--- src/rtl/clkdiv_pkg.sv ---
// clkdiv_pkg: shared constants and load-FSM encoding for the programmable clock divider.
package clkdiv_pkg;

    localparam logic MODE_PULSE  = 1'b0;
    localparam logic MODE_SQUARE = 1'b1;
    localparam int   DIV_MIN     = 2;

    typedef enum logic {
        IDLE,
        PENDING
    } load_state_e;

endpackage

--- src/rtl/div_reload_ctrl.sv ---
// div_reload_ctrl: load handshake that holds a requested ratio until the next period boundary.
module div_reload_ctrl
    import clkdiv_pkg::*;
#(
    parameter int WIDTH       = 16,
    parameter int DEFAULT_DIV = 4
) (
    input  logic             clk,
    input  logic             rst,
    input  logic             en,
    input  logic             wrap,
    input  logic             load,
    input  logic [WIDTH-1:0] div,
    output logic [WIDTH-1:0] div_active,
    output logic [WIDTH-1:0] div_next,
    output logic             apply,
    output logic             busy,
    output logic             load_ack,
    output logic             load_err
);

    load_state_e      state_q, state_d;
    logic [WIDTH-1:0] pend_q, pend_d;
    logic [WIDTH-1:0] act_q, act_d;
    logic             ack_q, ack_d;
    logic             err_q, err_d;

    // A frozen divider has no wrap to wait for, so a pending ratio lands on the next edge.
    always_comb begin
        state_d = state_q;
        pend_d  = pend_q;
        ack_d   = 1'b0;
        err_d   = 1'b0;
        apply   = (state_q == PENDING) && (wrap || !en);
        if (state_q == IDLE && load) begin
            if (div >= WIDTH'(DIV_MIN)) begin
                pend_d  = div;
                state_d = PENDING;
            end else begin
                err_d = 1'b1;
            end
        end
        if (apply) begin
            state_d = IDLE;
            ack_d   = 1'b1;
        end
        act_d = apply ? pend_q : act_q;
    end

    always_ff @(posedge clk or posedge rst) begin
        if (rst) begin
            state_q <= IDLE;
            pend_q  <= '0;
            act_q   <= WIDTH'(DEFAULT_DIV);
            ack_q   <= 1'b0;
            err_q   <= 1'b0;
        end else begin
            state_q <= state_d;
            pend_q  <= pend_d;
            act_q   <= act_d;
            ack_q   <= ack_d;
            err_q   <= err_d;
        end
    end

    assign div_active = act_q;
    assign div_next   = act_d;
    assign busy       = (state_q == PENDING);
    assign load_ack   = ack_q;
    assign load_err   = err_q;

endmodule

--- src/rtl/prog_clock_divider.sv ---
// prog_clock_divider: runtime-programmable clock divider producing TICK/STROBE enables and a
// pulse- or square-shaped CLK_OUT, all registered in the CLK domain.
module prog_clock_divider
    import clkdiv_pkg::*;
#(
    parameter int WIDTH       = 16,
    parameter int DEFAULT_DIV = 4
) (
    input  logic             CLK,
    input  logic             RST,
    input  logic             EN,
    input  logic             MODE,
    input  logic [WIDTH-1:0] DIV,
    input  logic             LOAD,
    input  logic [WIDTH-1:0] TAP,
    output logic             BUSY,
    output logic             LOAD_ACK,
    output logic             LOAD_ERR,
    output logic             CLK_OUT,
    output logic             TICK,
    output logic             STROBE,
    output logic [WIDTH-1:0] COUNT
);

    if (DEFAULT_DIV < DIV_MIN || DEFAULT_DIV > (2 ** WIDTH) - 1) begin : g_bad_default
        $error("prog_clock_divider: DEFAULT_DIV out of range");
    end

    logic             wrap, apply;
    logic [WIDTH-1:0] div_active, div_next;
    logic [WIDTH-1:0] cnt_q, cnt_d;
    logic [WIDTH:0]   half;
    logic             clk_out_q, clk_out_d;
    logic             tick_q, tick_d;
    logic             strobe_q, strobe_d;

    div_reload_ctrl #(
        .WIDTH       (WIDTH),
        .DEFAULT_DIV (DEFAULT_DIV)
    ) u_reload (
        .clk        (CLK),
        .rst        (RST),
        .en         (EN),
        .wrap       (wrap),
        .load       (LOAD),
        .div        (DIV),
        .div_active (div_active),
        .div_next   (div_next),
        .apply      (apply),
        .busy       (BUSY),
        .load_ack   (LOAD_ACK),
        .load_err   (LOAD_ERR)
    );

    // Square-mode threshold uses the ratio in force after this edge, widened so 2^WIDTH-1 cannot overflow.
    always_comb begin
        wrap      = EN && (cnt_q == div_active - WIDTH'(1));
        cnt_d     = (wrap || apply) ? '0 : cnt_q + WIDTH'(EN);
        half      = ({1'b0, div_next} + (WIDTH + 1)'(1)) >> 1;
        tick_d    = wrap;
        clk_out_d = !EN ? clk_out_q : (MODE == MODE_SQUARE) ? ({1'b0, cnt_d} < half) : wrap;
        strobe_d  = EN && (cnt_d == TAP);
    end

    always_ff @(posedge CLK or posedge RST) begin
        if (RST) begin
            cnt_q     <= '0;
            clk_out_q <= 1'b0;
            tick_q    <= 1'b0;
            strobe_q  <= 1'b0;
        end else begin
            cnt_q     <= cnt_d;
            clk_out_q <= clk_out_d;
            tick_q    <= tick_d;
            strobe_q  <= strobe_d;
        end
    end

    assign COUNT   = cnt_q;
    assign CLK_OUT = clk_out_q;
    assign TICK    = tick_q;
    assign STROBE  = strobe_q;

endmodule

--- config.mk ---
export PLATFORM = sky130hd
export DESIGN_NAME = prog_clock_divider
export DESIGN_NICKNAME = d
export VERILOG_FILES = /design/src/rtl/clkdiv_pkg.sv /design/src/rtl/div_reload_ctrl.sv /design/src/rtl/prog_clock_divider.sv
export SDC_FILE = /design/constraint.sdc
export NUM_CORES = 1
export LEC_CHECK = 0
export ABC_AREA = 1
export CAP_MARGIN = 15
export CORE_ASPECT_RATIO = 1.25
export CORE_MARGIN = 2
export CORE_UTILIZATION = 49
export DETAILED_ROUTE_END_ITERATION = 16
export GPL_TIMING_DRIVEN = 0
export PLACE_DENSITY = 0.88
export SLEW_MARGIN = 10
export SYNTH_ARGS = -nofsm -noshare
export SYNTH_HDL_FRONTEND = slang
export SYNTH_HIERARCHICAL = 1
export SYNTH_SLANG_ARGS = --single-unit
--- constraint.sdc ---
create_clock -name CLK -period 3.83 [get_ports CLK]
set_input_delay 0.766 -clock CLK [delete_from_list [all_inputs] [get_ports CLK]]
set_output_delay 0.766 -clock CLK [all_outputs]
set_load 0.005 [all_outputs]
==> results.md <==
* Worst-margin pin slew at 0.821 ns
* Slew Viols, Final at 0
* Worst-Skew Late Latency at between 0.3 and 0.4 ns
* Drt first pass iters at 8
* DRC viols at 0
* CTS Buf Count at 5
* Syn_area_per_cell at 7.18 µm²
* Area Growth Syn to Fin at 30.3%
* Hold Path Class: flip-flop to flip-flop
* Worst path most repeated cell: nand2_1
* CTS Sinks at 54
* Fmax at 216 MHz
* Mapped Cells at between 500 and 600
* Max-Slew Margin vs Limit at 45.2%
* Global-route wire length before repair at around 17000 µm
* Layout Skew at 0.00630 ns
* Final Hold Slack at 0.485 ns
* Input/output buffers at 58
* Synth Cell Area at around 3800 µm²
* Via density at 5.43
* Reg2Reg Setup Slack at -0.80 ns
* Diode count at 0
* Fill cells at 581
* Yosys cell types at 36
* Final antenna-violating net count at 0
* Max-cap violation count at 0
* Via count at 3904
* FF+latch area at 1360 µm²
* Vias in the first global route at 3877
* Setup TNS at -0.796 ns
* CTS root buffer: clkbuf_8
* Seq/Total Area, Yosys at between 30% and 40%
* GR Util met1 at roughly a quarter
* Worst VDD drop at 357 µV
* CP Capture Point: CLK_OUT$_DFFE_PP0P_
* Fin util at 64.7%
* Tmin final at 4.63 ns
* Design Power at 2.96 mW
* # H-tree levels at 2
* Worst flop-to-flop path startpoint: u_reload/div_active[1]$_DFF_PP0_
* Initial antenna violation count at 0
* Post-Route WL at 11200 µm
* Finished Layout Cells at 719
* R2r endpoint: CLK_OUT$_DFFE_PP0P_
* Die Area at 8530 µm²
* Total leakage power at 2.47 nW
* FF+latch count, synth at 54
* Share of cells above drive strength 1 at around 19%
* Clock transition at the registers of the reported paths at 0.11 ns
* Initial Utilization at roughly half
* Multi-input gate area at around 2300 µm²
* I/O pins at 59
* Syn nets at around 590
* Setup CP Type: flip-flop to flip-flop
* RSZ-0062 raised after global routing: yes
* Number of DRC markers in iteration 0 at 327
* Worst EP required at 4.08 ns
* Crit-path max FO at 5
* Placer Congestion at 0.923
* Slowest stage delay, CP at 0.44 ns
* Failing checks: negative setup slack
* Setup ws final at -0.796 ns
* Slowest CP cell: dfrtp_1
* Crit start category: flip-flop
* # hold bufs at CTS at 0
* Final setup viols at 1
* Gr ovfl total at 0
* Die Width at 83.0 µm
* Wire per inst at roughly 16 µm
* Met2 GRT Util at between 40% and 50%
* Worst EP arrival at 4.88 ns
* Clk buf depth at 2
* Met3 usage at 4.40%
* Synth Warn # at 6
* R2R cell count at 33
* Power Density at just under 600 nW/µm²
* NumNets Final at between 600 and 700
* CTS tree: yes
* Final hold vios at 0
* Critical Path End Type: flip-flop
* Largest net degree at the start of global routing at 23
* Crit. Startpoint: u_reload/div_active[1]$_DFF_PP0_
* GRT Max-Usage Layer: met2
* Core ar. at slightly below 8000 µm²
* DP Cell Count at between 600 and 700
* Final worst-path cycle share at 121%
* Hpwl dp at 7650 µm
* Status: finished with violations
* Total GRT Usage at 24.9%
* Die height at 103 µm
* Row count at 36
-- metal layers --
layer | vias up | share of wire (%)
met5 | - | 0
met4 | 0 | 6.5
met1 | 1789 | 35
met3 | 67 | 7.4
li1 | 1839 | -
met2 | 209 | 52
-- power by group --
part           leakage, nW  switching (mW)  internal (mW)
Clock               0.0462           0.205          0.135
Sequential           0.691           0.202          0.761
Combinational         1.74           0.986          0.676
-- flip-flops by register name, indices dropped and copies added, names as in the netlist --
| name | cells |
|---|---|
| u_reload/busy | 1 |
| STROBE | 1 |
| u_reload/load_err | 1 |
| TICK | 1 |
| u_reload/pend_q | 16 |
| u_reload/load_ack | 1 |
| COUNT | 16 |
| CLK_OUT | 1 |
| u_reload/div_active | 16 |
-- cell families after synthesis --
kind of cell | Yosys count | synth area share (%)
AND/OR/NAND/NOR | 318 | 36.3
AO/OA/AOI/OAI | 27 | 4.32
adder cells (fa/ha/maj) | 19 | 6.22
XOR/XNOR | 40 | 9.53
buffers and inverters | 74 | 8.25
flip-flops | 54 | 35.4
-- through the flow --
| step | cell area, µm² | worst slack [ns] |
|---|---|---|
| 2_1_floorplan | 3840 | -0.230 |
| 5_1_grt | 4980 | -1.11 |
| 3_3_place_gp | 4540 | -1.68 |
| 6_report | 4980 | -0.796 |
| 4_1_cts | 4850 | -0.552 |
| 3_5_place_dp | 4570 | -1.84 |
-- repair_timing --
item                       4_1_cts  5_1_grt
pin swaps                       27       25
setup buffers                   15       10
resized for setup               31       18
cloned                           0        0
setup endpoints to repair        2        1
-- cell usage in the layout (no fill, tap or decap), drive strengths merged, types with 11 or more instances in the layout --
cell / instances
nand2: 192
nor2: 72
inv: 70
clkdlybuf4s50: 57
dfrtp: 53
nand3: 33
buf: 33
xor2: 26
ha: 19
xnor2: 13
o21ai: 11
-- cell usage after synthesis --
cell type	count	area [µm²]
nand2_1	187	702
inv_1	62	233
nor2_1	55	206
dfrtp_1	53	1330
nand3_1	30	150
xor2_1	26	228
ha_1	19	238
nor2_2	15	93.8
xnor2_1	13	114
o21ai_0	10	50.1
a21oi_1	6	30.0
inv_2	6	22.5
nand3b_1	5	37.5
nor3_1	5	25.0
buf_6	4	45.0
nand4_1	4	25.0
nand2_2	3	18.8
nand3_2	3	30.0
a211oi_1	2	15.0
a31oi_1	2	12.5
buf_4	2	15.0
nand2_4	2	22.5
nor2_4	2	22.5
nor3b_1	2	15.0
o22ai_1	2	12.5
or2_2	2	12.5
a21o_1	1	7.51
a21oi_2	1	8.76
a21oi_4	1	16.3
and2_1	1	6.26
and3b_1	1	8.76
dfstp_2	1	26.3
nor3_2	1	10.0
o211ai_1	1	7.51
o21ai_1	1	5.00
xnor3_1	1	22.5
-- worst min path at each step --
stage,start,to,slack [ns],cells past startpoint
finish,u_reload/pend_q[10]$_DFFE_PP0P_,u_reload/pend_q[10]$_DFFE_PP0P_,0.48,2
global route,u_reload/pend_q[8]$_DFFE_PP0P_,u_reload/pend_q[8]$_DFFE_PP0P_,0.51,2
CTS,u_reload/pend_q[10]$_DFFE_PP0P_,u_reload/pend_q[10]$_DFFE_PP0P_,0.49,2
detailed placement,u_reload/pend_q[10]$_DFFE_PP0P_,u_reload/pend_q[10]$_DFFE_PP0P_,0.46,2
global placement,u_reload/pend_q[4]$_DFFE_PP0P_,u_reload/pend_q[4]$_DFFE_PP0P_,0.45,2
floorplan,u_reload/pend_q[0]$_DFFE_PP0P_,u_reload/pend_q[0]$_DFFE_PP0P_,0.44,2
-- critical path, delay by kind of cell (launching register included) --
family | cells | cell delay [ns]
adders and majority gates | 2 | 0.51
buffers and inverters | 6 | 0.40
DFF | 1 | 0.44
xor gates and xnor gates | 1 | 0.15
and+or+nand+nor | 20 | 2.38
AOI/OAI and AO/OA | 4 | 0.67
-- cell type report --
type | instances | area share, %
Multi-Input combinational cell | 404 | 46.1
Sequential cell | 54 | 27.3
Tap cell | 95 | 2.39
Buffer | 6 | 1.28
Timing Repair Buffer | 84 | 16.0
Clock inverter | 2 | 0.352
Clock buffer | 6 | 1.46
Inverter | 68 | 5.18
No activity file was read; power rests on OpenSTA's default activity.
